File: src/rtl/fir_sym_par_if.sv
// Port bundle for fir_sym_par: sample stream, history flush, coefficient write port and result.
interface fir_sym_par_if #(
    parameter int DW = 12,
    parameter int CW = 12,
    parameter int AW = 3,
    parameter int YW = 28
);
    logic                 in_valid;
    logic signed [DW-1:0] xin;
    logic                 clear;
    logic                 coef_we;
    logic [AW-1:0]        coef_addr;
    logic signed [CW-1:0] coef_wdata;
    logic                 out_valid;
    logic signed [YW-1:0] yout;

    modport master (
        output in_valid, xin, clear, coef_we, coef_addr, coef_wdata,
        input  out_valid, yout
    );

    modport slave (
        input  in_valid, xin, clear, coef_we, coef_addr, coef_wdata,
        output out_valid, yout
    );
endinterface

File: src/rtl/fir_sym_par.sv
// Fully parallel symmetric (linear-phase) FIR with run-time loadable coefficients.
// Define FIR_ROUND_SAT_EN to add a round/shift/saturate output stage (yout becomes OUT_W wide).
module fir_sym_par #(
    parameter int DW     = 12,
    parameter int CW     = 12,
    parameter int TAPS   = 16,
    parameter int OUT_W  = 16,
    parameter int RSHIFT = 8
) (
    input  logic         clk,
    input  logic         rst,
    fir_sym_par_if.slave bus
);
    localparam int HW    = TAPS / 2;
    localparam int AW    = (HW > 1) ? $clog2(HW) : 1;
    localparam int ACC_W = DW + CW + 1 + $clog2(HW);
    localparam int PW    = DW + 1;
    localparam int MW    = DW + CW + 1;
    localparam int FW    = $clog2(TAPS + 1);

    if ((TAPS % 2) != 0 || TAPS < 4) begin : g_bad_taps
        $error("fir_sym_par: TAPS must be even and >= 4");
    end
    if (OUT_W < 2 || RSHIFT < 0) begin : g_bad_out
        $error("fir_sym_par: OUT_W must be >= 2 and RSHIFT >= 0");
    end

    logic signed [DW-1:0]    x [TAPS];
    logic signed [PW-1:0]    p [HW];
    logic signed [MW-1:0]    m [HW];
    logic signed [CW-1:0]    c [HW];
    logic [FW-1:0]           fill;
    logic                    full;
    logic                    v0, v1, v2;
    logic signed [ACC_W-1:0] sum;

    // The line holds TAPS real samples after this shift when the count was already TAPS-1 or TAPS
    assign full = (fill == FW'(TAPS - 1)) || (fill == FW'(TAPS));

    always_ff @(posedge clk) begin
        if (rst || bus.clear) begin
            for (int i = 0; i < TAPS; i++) x[i] <= '0;
            fill <= '0;
            v0   <= 1'b0;
        end else begin
            v0 <= bus.in_valid && full;
            if (bus.in_valid) begin
                x[0] <= bus.xin;
                for (int i = 1; i < TAPS; i++) x[i] <= x[i-1];
                if (fill != FW'(TAPS)) fill <= fill + FW'(1);
            end
        end
    end

    always_ff @(posedge clk) begin
        if (rst || bus.clear) begin
            for (int k = 0; k < HW; k++) begin
                p[k] <= '0;
                m[k] <= '0;
            end
            v1 <= 1'b0;
            v2 <= 1'b0;
        end else begin
            for (int k = 0; k < HW; k++) begin
                p[k] <= PW'(x[k]) + PW'(x[TAPS-1-k]);
                m[k] <= MW'(p[k]) * MW'(c[k]);
            end
            v1 <= v0;
            v2 <= v1;
        end
    end

    // Addresses past the last unique coefficient are dropped silently
    always_ff @(posedge clk) begin
        if (rst) begin
            for (int k = 0; k < HW; k++) c[k] <= '0;
        end else if (bus.coef_we && ({1'b0, bus.coef_addr} < (AW + 1)'(HW))) begin
            c[bus.coef_addr] <= bus.coef_wdata;
        end
    end

    always_comb begin
        sum = '0;
        for (int k = 0; k < HW; k++) sum = sum + ACC_W'(m[k]);
    end

`ifdef FIR_ROUND_SAT_EN
    localparam logic signed [ACC_W:0] RND  = (ACC_W + 1)'((longint'(1) << RSHIFT) >> 1);
    localparam logic signed [ACC_W:0] YMAX = (ACC_W + 1)'((longint'(1) << (OUT_W - 1)) - 1);
    localparam logic signed [ACC_W:0] YMIN = (ACC_W + 1)'(-(longint'(1) << (OUT_W - 1)));

    logic signed [ACC_W-1:0] acc;
    logic                    v3;
    logic signed [ACC_W:0]   rounded;
    logic signed [OUT_W-1:0] sat;

    always_comb begin
        rounded = ((ACC_W + 1)'(acc) + RND) >>> RSHIFT;
        if (rounded > YMAX) begin
            sat = {1'b0, {(OUT_W - 1){1'b1}}};
        end else if (rounded < YMIN) begin
            sat = {1'b1, {(OUT_W - 1){1'b0}}};
        end else begin
            sat = OUT_W'(rounded);
        end
    end

    // The sum and output stages ignore clear so a result already past S2 still completes
    always_ff @(posedge clk) begin
        if (rst) begin
            acc           <= '0;
            v3            <= 1'b0;
            bus.out_valid <= 1'b0;
            bus.yout      <= '0;
        end else begin
            v3 <= v2;
            if (v2) acc <= sum;
            bus.out_valid <= v3;
            if (v3) bus.yout <= sat;
        end
    end
`else
    // The output stage ignores clear so a result already past S2 still completes
    always_ff @(posedge clk) begin
        if (rst) begin
            bus.out_valid <= 1'b0;
            bus.yout      <= '0;
        end else begin
            bus.out_valid <= v2;
            if (v2) bus.yout <= sum;
        end
    end
`endif
endmodule
File: src/flat_wrapper.sv
// flat-port wrapper written by rule: the top's interface ports become plain ports
module fir_sym_par_flat 
#(
    parameter int DW     = 12,
    parameter int CW     = 12,
    parameter int TAPS   = 16,
    parameter int OUT_W  = 16,
    parameter int RSHIFT = 8
)
  (clk, rst, bus_in_valid, bus_xin, bus_clear, bus_coef_we, bus_coef_addr, bus_coef_wdata, bus_out_valid, bus_yout);
  fir_sym_par_if #(.DW(DW), .CW(CW)) bus_i ();
  input  logic clk;
  input  logic rst;
  input wire logic [$bits(bus_i.in_valid)-1:0] bus_in_valid;
  input wire logic [$bits(bus_i.xin)-1:0] bus_xin;
  input wire logic [$bits(bus_i.clear)-1:0] bus_clear;
  input wire logic [$bits(bus_i.coef_we)-1:0] bus_coef_we;
  input wire logic [$bits(bus_i.coef_addr)-1:0] bus_coef_addr;
  input wire logic [$bits(bus_i.coef_wdata)-1:0] bus_coef_wdata;
  output wire logic [$bits(bus_i.out_valid)-1:0] bus_out_valid;
  output wire logic [$bits(bus_i.yout)-1:0] bus_yout;
  assign bus_i.in_valid = bus_in_valid;
  assign bus_i.xin = bus_xin;
  assign bus_i.clear = bus_clear;
  assign bus_i.coef_we = bus_coef_we;
  assign bus_i.coef_addr = bus_coef_addr;
  assign bus_i.coef_wdata = bus_coef_wdata;
  assign bus_out_valid = bus_i.out_valid;
  assign bus_yout = bus_i.yout;
  fir_sym_par #(.DW(DW), .CW(CW), .TAPS(TAPS), .OUT_W(OUT_W), .RSHIFT(RSHIFT)) u_core (.clk(clk), .rst(rst), .bus(bus_i));
endmodule
File: config.mk
export PLATFORM = sky130hd
export DESIGN_NAME = fir_sym_par_flat
export DESIGN_NICKNAME = d
export VERILOG_FILES = /design/src/rtl/fir_sym_par_if.sv /design/src/rtl/fir_sym_par.sv /design/src/flat_wrapper.sv
export SDC_FILE = /design/constraint.sdc
export NUM_CORES = 2
export LEC_CHECK = 0
export BUFFER_PORTS_ARGS = -buffer_cell sky130_fd_sc_hd__buf_2
export CORE_MARGIN = 5
export CORE_UTILIZATION = 63
export DETAILED_ROUTE_END_ITERATION = 7
export GPL_TIMING_DRIVEN = 1
export PLACE_DENSITY = 0.79
export SLEW_MARGIN = 15
export SYNTH_ARGS = -nofsm -noshare
export SYNTH_HDL_FRONTEND = slang
export SYNTH_SLANG_ARGS = --single-unit
File: constraint.sdc
create_clock -name clk -period 16.6 [get_ports clk]
set_input_delay 4.15 -clock clk [delete_from_list [all_inputs] [get_ports clk]]
set_output_delay 4.15 -clock clk [all_outputs]
set_load 0.02 [all_outputs]
==> impl_metrics.py <==
metrics = {
    "run_status": {
        "run_status": "complete, no violations",
    },
    "global_routing": {
        "globalRoute.totalOverflow": 0,
        "top_usage_layer": "met2",
        "globalRouteTotalUtil_pct": 30.6,
        "grt_pass1_vias": 55356,
        "global_route.usage.met2_pct": 49.5,
        "grt_antenna_before_repair": 16,
        "pin_count_of_the_biggest_net_entering_global_routing": 114,
        "global_route.usage.met1_pct": 39.5,
        "grt_first_pass_wirelength_mm": 301,
        "met3_usage_pct": 5.87,
    },
    "layout": {
        "final_layout_size_suffix_gt1_share_pct": 3.31,
        "area_used_by_multi_input_combinational_logic_um2": 52300,
        "syn2layout_area_growth_pct": 4.75,
        "nNetsFinal": 9390,
        "total_area_of_sequential_cells_um2": 15500,
        "fill_cells": 8934,
    },
    "sta": {
        "report.final.setup_viol": 0,
        "totalNegativeSetupSlack_ns": 0,
        "post-route-period-util_pct": 43.6,
        "fin_skew_ns": 0.0244,
        "grt_setup_unrepaired": "false",
        "timing.max_slew.rel_slack_pct": 28.2,
        "maxClockFrequency_ghz": 0.138,
        "hold_viol_final": 0,
        "final_max_slew_viol_count": 0,
        "final.min_clock_period_ns": 7.24,
        "final.setup.worst_slack_ns": 9.36,
        "worst_pin_slew_ns": 1.07,
    },
    "yosys": {
        "synth.distinct_cells": 80,
        "mean_area_per_synthesized_cell_um2": 9.80,
        "yosys-top-cells-count": "sky130_fd_sc_hd__inv_1 (1519), sky130_fd_sc_hd__fa_1 (1323), sky130_fd_sc_hd__nand2_1 (828)",
        "yosys_warnings": 0,
        "post-synth-top-area-fraction_pct": 35.5,
        "synth.yosys.seq_area_share_pct": 20.8,
        "async_reset_ff_share_pct": 0,
        "synth_top_cells_by_area": "sky130_fd_sc_hd__fa_1 (36%), sky130_fd_sc_hd__edfxtp_1 (12%), sky130_fd_sc_hd__ha_1 (9.6%)",
        "number_of_synthesized_flops_with_an_enable_pin": 288,
        "yosys.area.top_type": "sky130_fd_sc_hd__fa_1",
        "synth_flop_cell": "sky130_fd_sc_hd__dfxtp_1",
        "syn_inst": 7612,
        "synth_nets": 9540,
        "syn-cell-area_um2": 74600,
        "synth.most_common_cell": "sky130_fd_sc_hd__inv_1",
        "flops_latches_synth": 629,
    },
    "detailed_routing": {
        "post_drt_via_cell_ratio": 5.78,
        "postRouteAntennaNets": 0,
        "vias": 52504,
        "post_drt_wl_per_cell_um": 20.6,
        "drt_drc_violations_left": 0,
        "drt_iter0_drc": 4539,
        "initial_drt_pass_iterations": 7,
        "finalWirelength_mm": 187,
    },
    "power_and_ir_drop": {
        "power_density_nw_per_um2": 94.8,
        "maximum_ir_drop_on_the_vdd_rail_mv": 0.179,
        "leakage_nw": 36.7,
    },
    "cts": {
        "postCtsResizedCells": 0,
        "post-cts-setup-buffer-count": 0,
        "clock_path_buffers": 3,
        "worst_setup_hold_path_clk_slew_ns": 0.06,
        "post_cts_hold_buffer_count": 0,
        "cts_tree": "built",
        "clock-sinks": 629,
        "clockRootBuffer": "sky130_fd_sc_hd__clkbuf_16",
        "clock_tree.htree_level_count": 3,
        "worstSkewPairLatency_ns": 0.62,
        "numCtsBuffers": 67,
    },
    "place": {
        "finalWeightedCongestion": 0.967,
        "port-buffer-count": 60,
        "place_hpwl_mm": 149,
        "placement.setup.worst_slack_ns": 8.79,
    },
    "setup_path": {
        "path_class": "input port to flip-flop",
        "critPathMaxStageDelay_ns": 0.92,
        "crit_buf_inv": 3,
        "critPathMostFrequentCell": "sky130_fd_sc_hd__buf_4",
        "crit_path_dat_ns": 7.74,
        "required_ns": 17.11,
        "worst_setup_path_end_kind": "flip-flop",
        "worstSetupStartpointType": "input port",
        "cp_top_family": "buffers and inverters",
        "crit_path_max_fanout": 90,
        "crit_path_cell_trace": "buf_2 -> or2_4 -> buf_4 -> buf_4 -> a2111oi_0 -> a31oi_1 -> nand3b_1",
        "critical_path.slowest_cell": "sky130_fd_sc_hd__buf_4",
    },
    "floorplan": {
        "core.rowCount": 126,
        "initial_core_utilization_pct": 63.3,
        "die_height_um": 354,
        "floorplan.core_area_um2": 118000,
        "die_boundary_width_um": 354,
        "die_area_um2": 125000,
        "ios": 61,
    },
    "worst_hold_path": {
        "worst_hold_path_type": "flip-flop to flip-flop",
    },
    "job": {
        "cap_violations": 0,
    },
}
## registers in the layout, indices dropped and copies added (netlist names)
register              cells
u_core.v1                 1
u_core.x                192
u_core.c                 96
u_core.v0                 1
u_core.bus.out_valid      1
u_core.fill               5
u_core.p                104
u_core.m                200
u_core.bus.yout          28
u_core.v2                 1
## power by group
part / switching, mW / total, mW / internal [mW] / leakage [nW]
registers: 0.213 / 1.96 / 1.75 / 5.93
logic: 2.36 / 3.92 / 1.56 / 29.7
clock network: 0.663 / 1.52 / 0.862 / 1.08
## worst paths after layout
| check | start | endpoint | slack [ns] | cells past startpoint |
|---|---|---|---|---|
| min reg2reg | u_core.bus.yout[3] | u_core.bus.yout[3] | 0.47 | 2 |
| min | u_core.bus.yout[3] | u_core.bus.yout[3] | 0.47 | 2 |
| max reg2reg | u_core.m[0][1] | u_core.bus.yout[27] | 10.03 | 21 |
| max | rst | u_core.m[1][73] | 9.36 | 7 |
## placed cells by master, fill, tap and decap left out, types with 35 or more instances in the layout
| cell | instances |
|---|---|
| sky130_fd_sc_hd__inv_1 | 1519 |
| sky130_fd_sc_hd__a21oi_1 | 169 |
| sky130_fd_sc_hd__buf_2 | 60 |
| sky130_fd_sc_hd__nand2b_1 | 125 |
| sky130_fd_sc_hd__nor2_1 | 318 |
| sky130_fd_sc_hd__xor2_1 | 93 |
| sky130_fd_sc_hd__o21ai_0 | 123 |
| sky130_fd_sc_hd__ha_1 | 573 |
| sky130_fd_sc_hd__nor2b_1 | 47 |
| sky130_fd_sc_hd__edfxtp_1 | 288 |
| sky130_fd_sc_hd__nand3_1 | 35 |
| sky130_fd_sc_hd__xnor2_1 | 170 |
| sky130_fd_sc_hd__nand2_1 | 828 |
| sky130_fd_sc_hd__dfxtp_1 | 341 |
| sky130_fd_sc_hd__fa_1 | 1323 |
| sky130_fd_sc_hd__and2_1 | 645 |
| sky130_fd_sc_hd__a21o_1 | 95 |
| sky130_fd_sc_hd__and3_1 | 149 |
| sky130_fd_sc_hd__nor3_1 | 95 |
| sky130_fd_sc_hd__clkbuf_16 | 72 |
## logic make-up (layout without fill, tap and decap cells)
| family | after synthesis | in the layout | share of synthesized area, % |
|---|---|---|---|
| xor gates and xnor gates | 263 | 263 | 3.09 |
| other | 0 | 34 | 0 |
| muxes | 21 | 21 | 0.284 |
| DFF | 629 | 629 | 20.8 |
| buffers and inverters | 1810 | 1712 | 9.11 |
| adders and majority gates | 1896 | 1896 | 45.1 |
| AOI/OAI and AO/OA | 650 | 650 | 5.98 |
| and+or+nand+nor | 2343 | 2343 | 15.7 |
## layer usage
layer	routed length (µm)	up-vias
met5	13	-
met4	11100	2
met3	16600	533
met2	88300	2328
met1	70800	26512
li1	-	23129
## stage by stage
step | hold slack [ns] | utilization (%) | total power, mW | instances | instance area [µm²]
2_1_floorplan | 0.406 | - | 4.74 | 7612 | 74600
3_3_place_gp | 0.413 | 64.4 | 5.67 | 8929 | 75800
3_5_place_dp | 0.454 | 64.4 | 5.80 | 8929 | 75800
4_1_cts | 0.476 | 66.3 | 7.34 | 9050 | 78000
5_1_grt | 0.493 | 66.3 | 7.94 | 9056 | 78000
6_report | 0.474 | 66.3 | 7.40 | 9084 | 78100
## worst reg2reg max path: cells and delay by family (launching register included)
| kind | cells | cell delay (ns) |
|---|---|---|
| AND/OR/NAND/NOR | 2 | 0.52 |
| adder cells (fa/ha/maj) | 7 | 2.91 |
| XOR/XNOR | 1 | 0.58 |
| buffers and inverters | 2 | 0.15 |
| AO/OA/AOI/OAI | 8 | 1.70 |
| multiplexers | 1 | 0.24 |
| flip-flops | 1 | 0.32 |
## cell type report
cell class                 instances  share of cell area (%)
clock inverter                    35                   0.445
antenna                           34                   0.109
clock buffer                      86                    2.40
inverter                        1520                    7.30
multi-input combinational       5173                    67.0
tap                             1536                    2.46
timing repair buffer              71                   0.490
sequential                       629                    19.8
No activity file was read; power rests on OpenSTA's default activity.
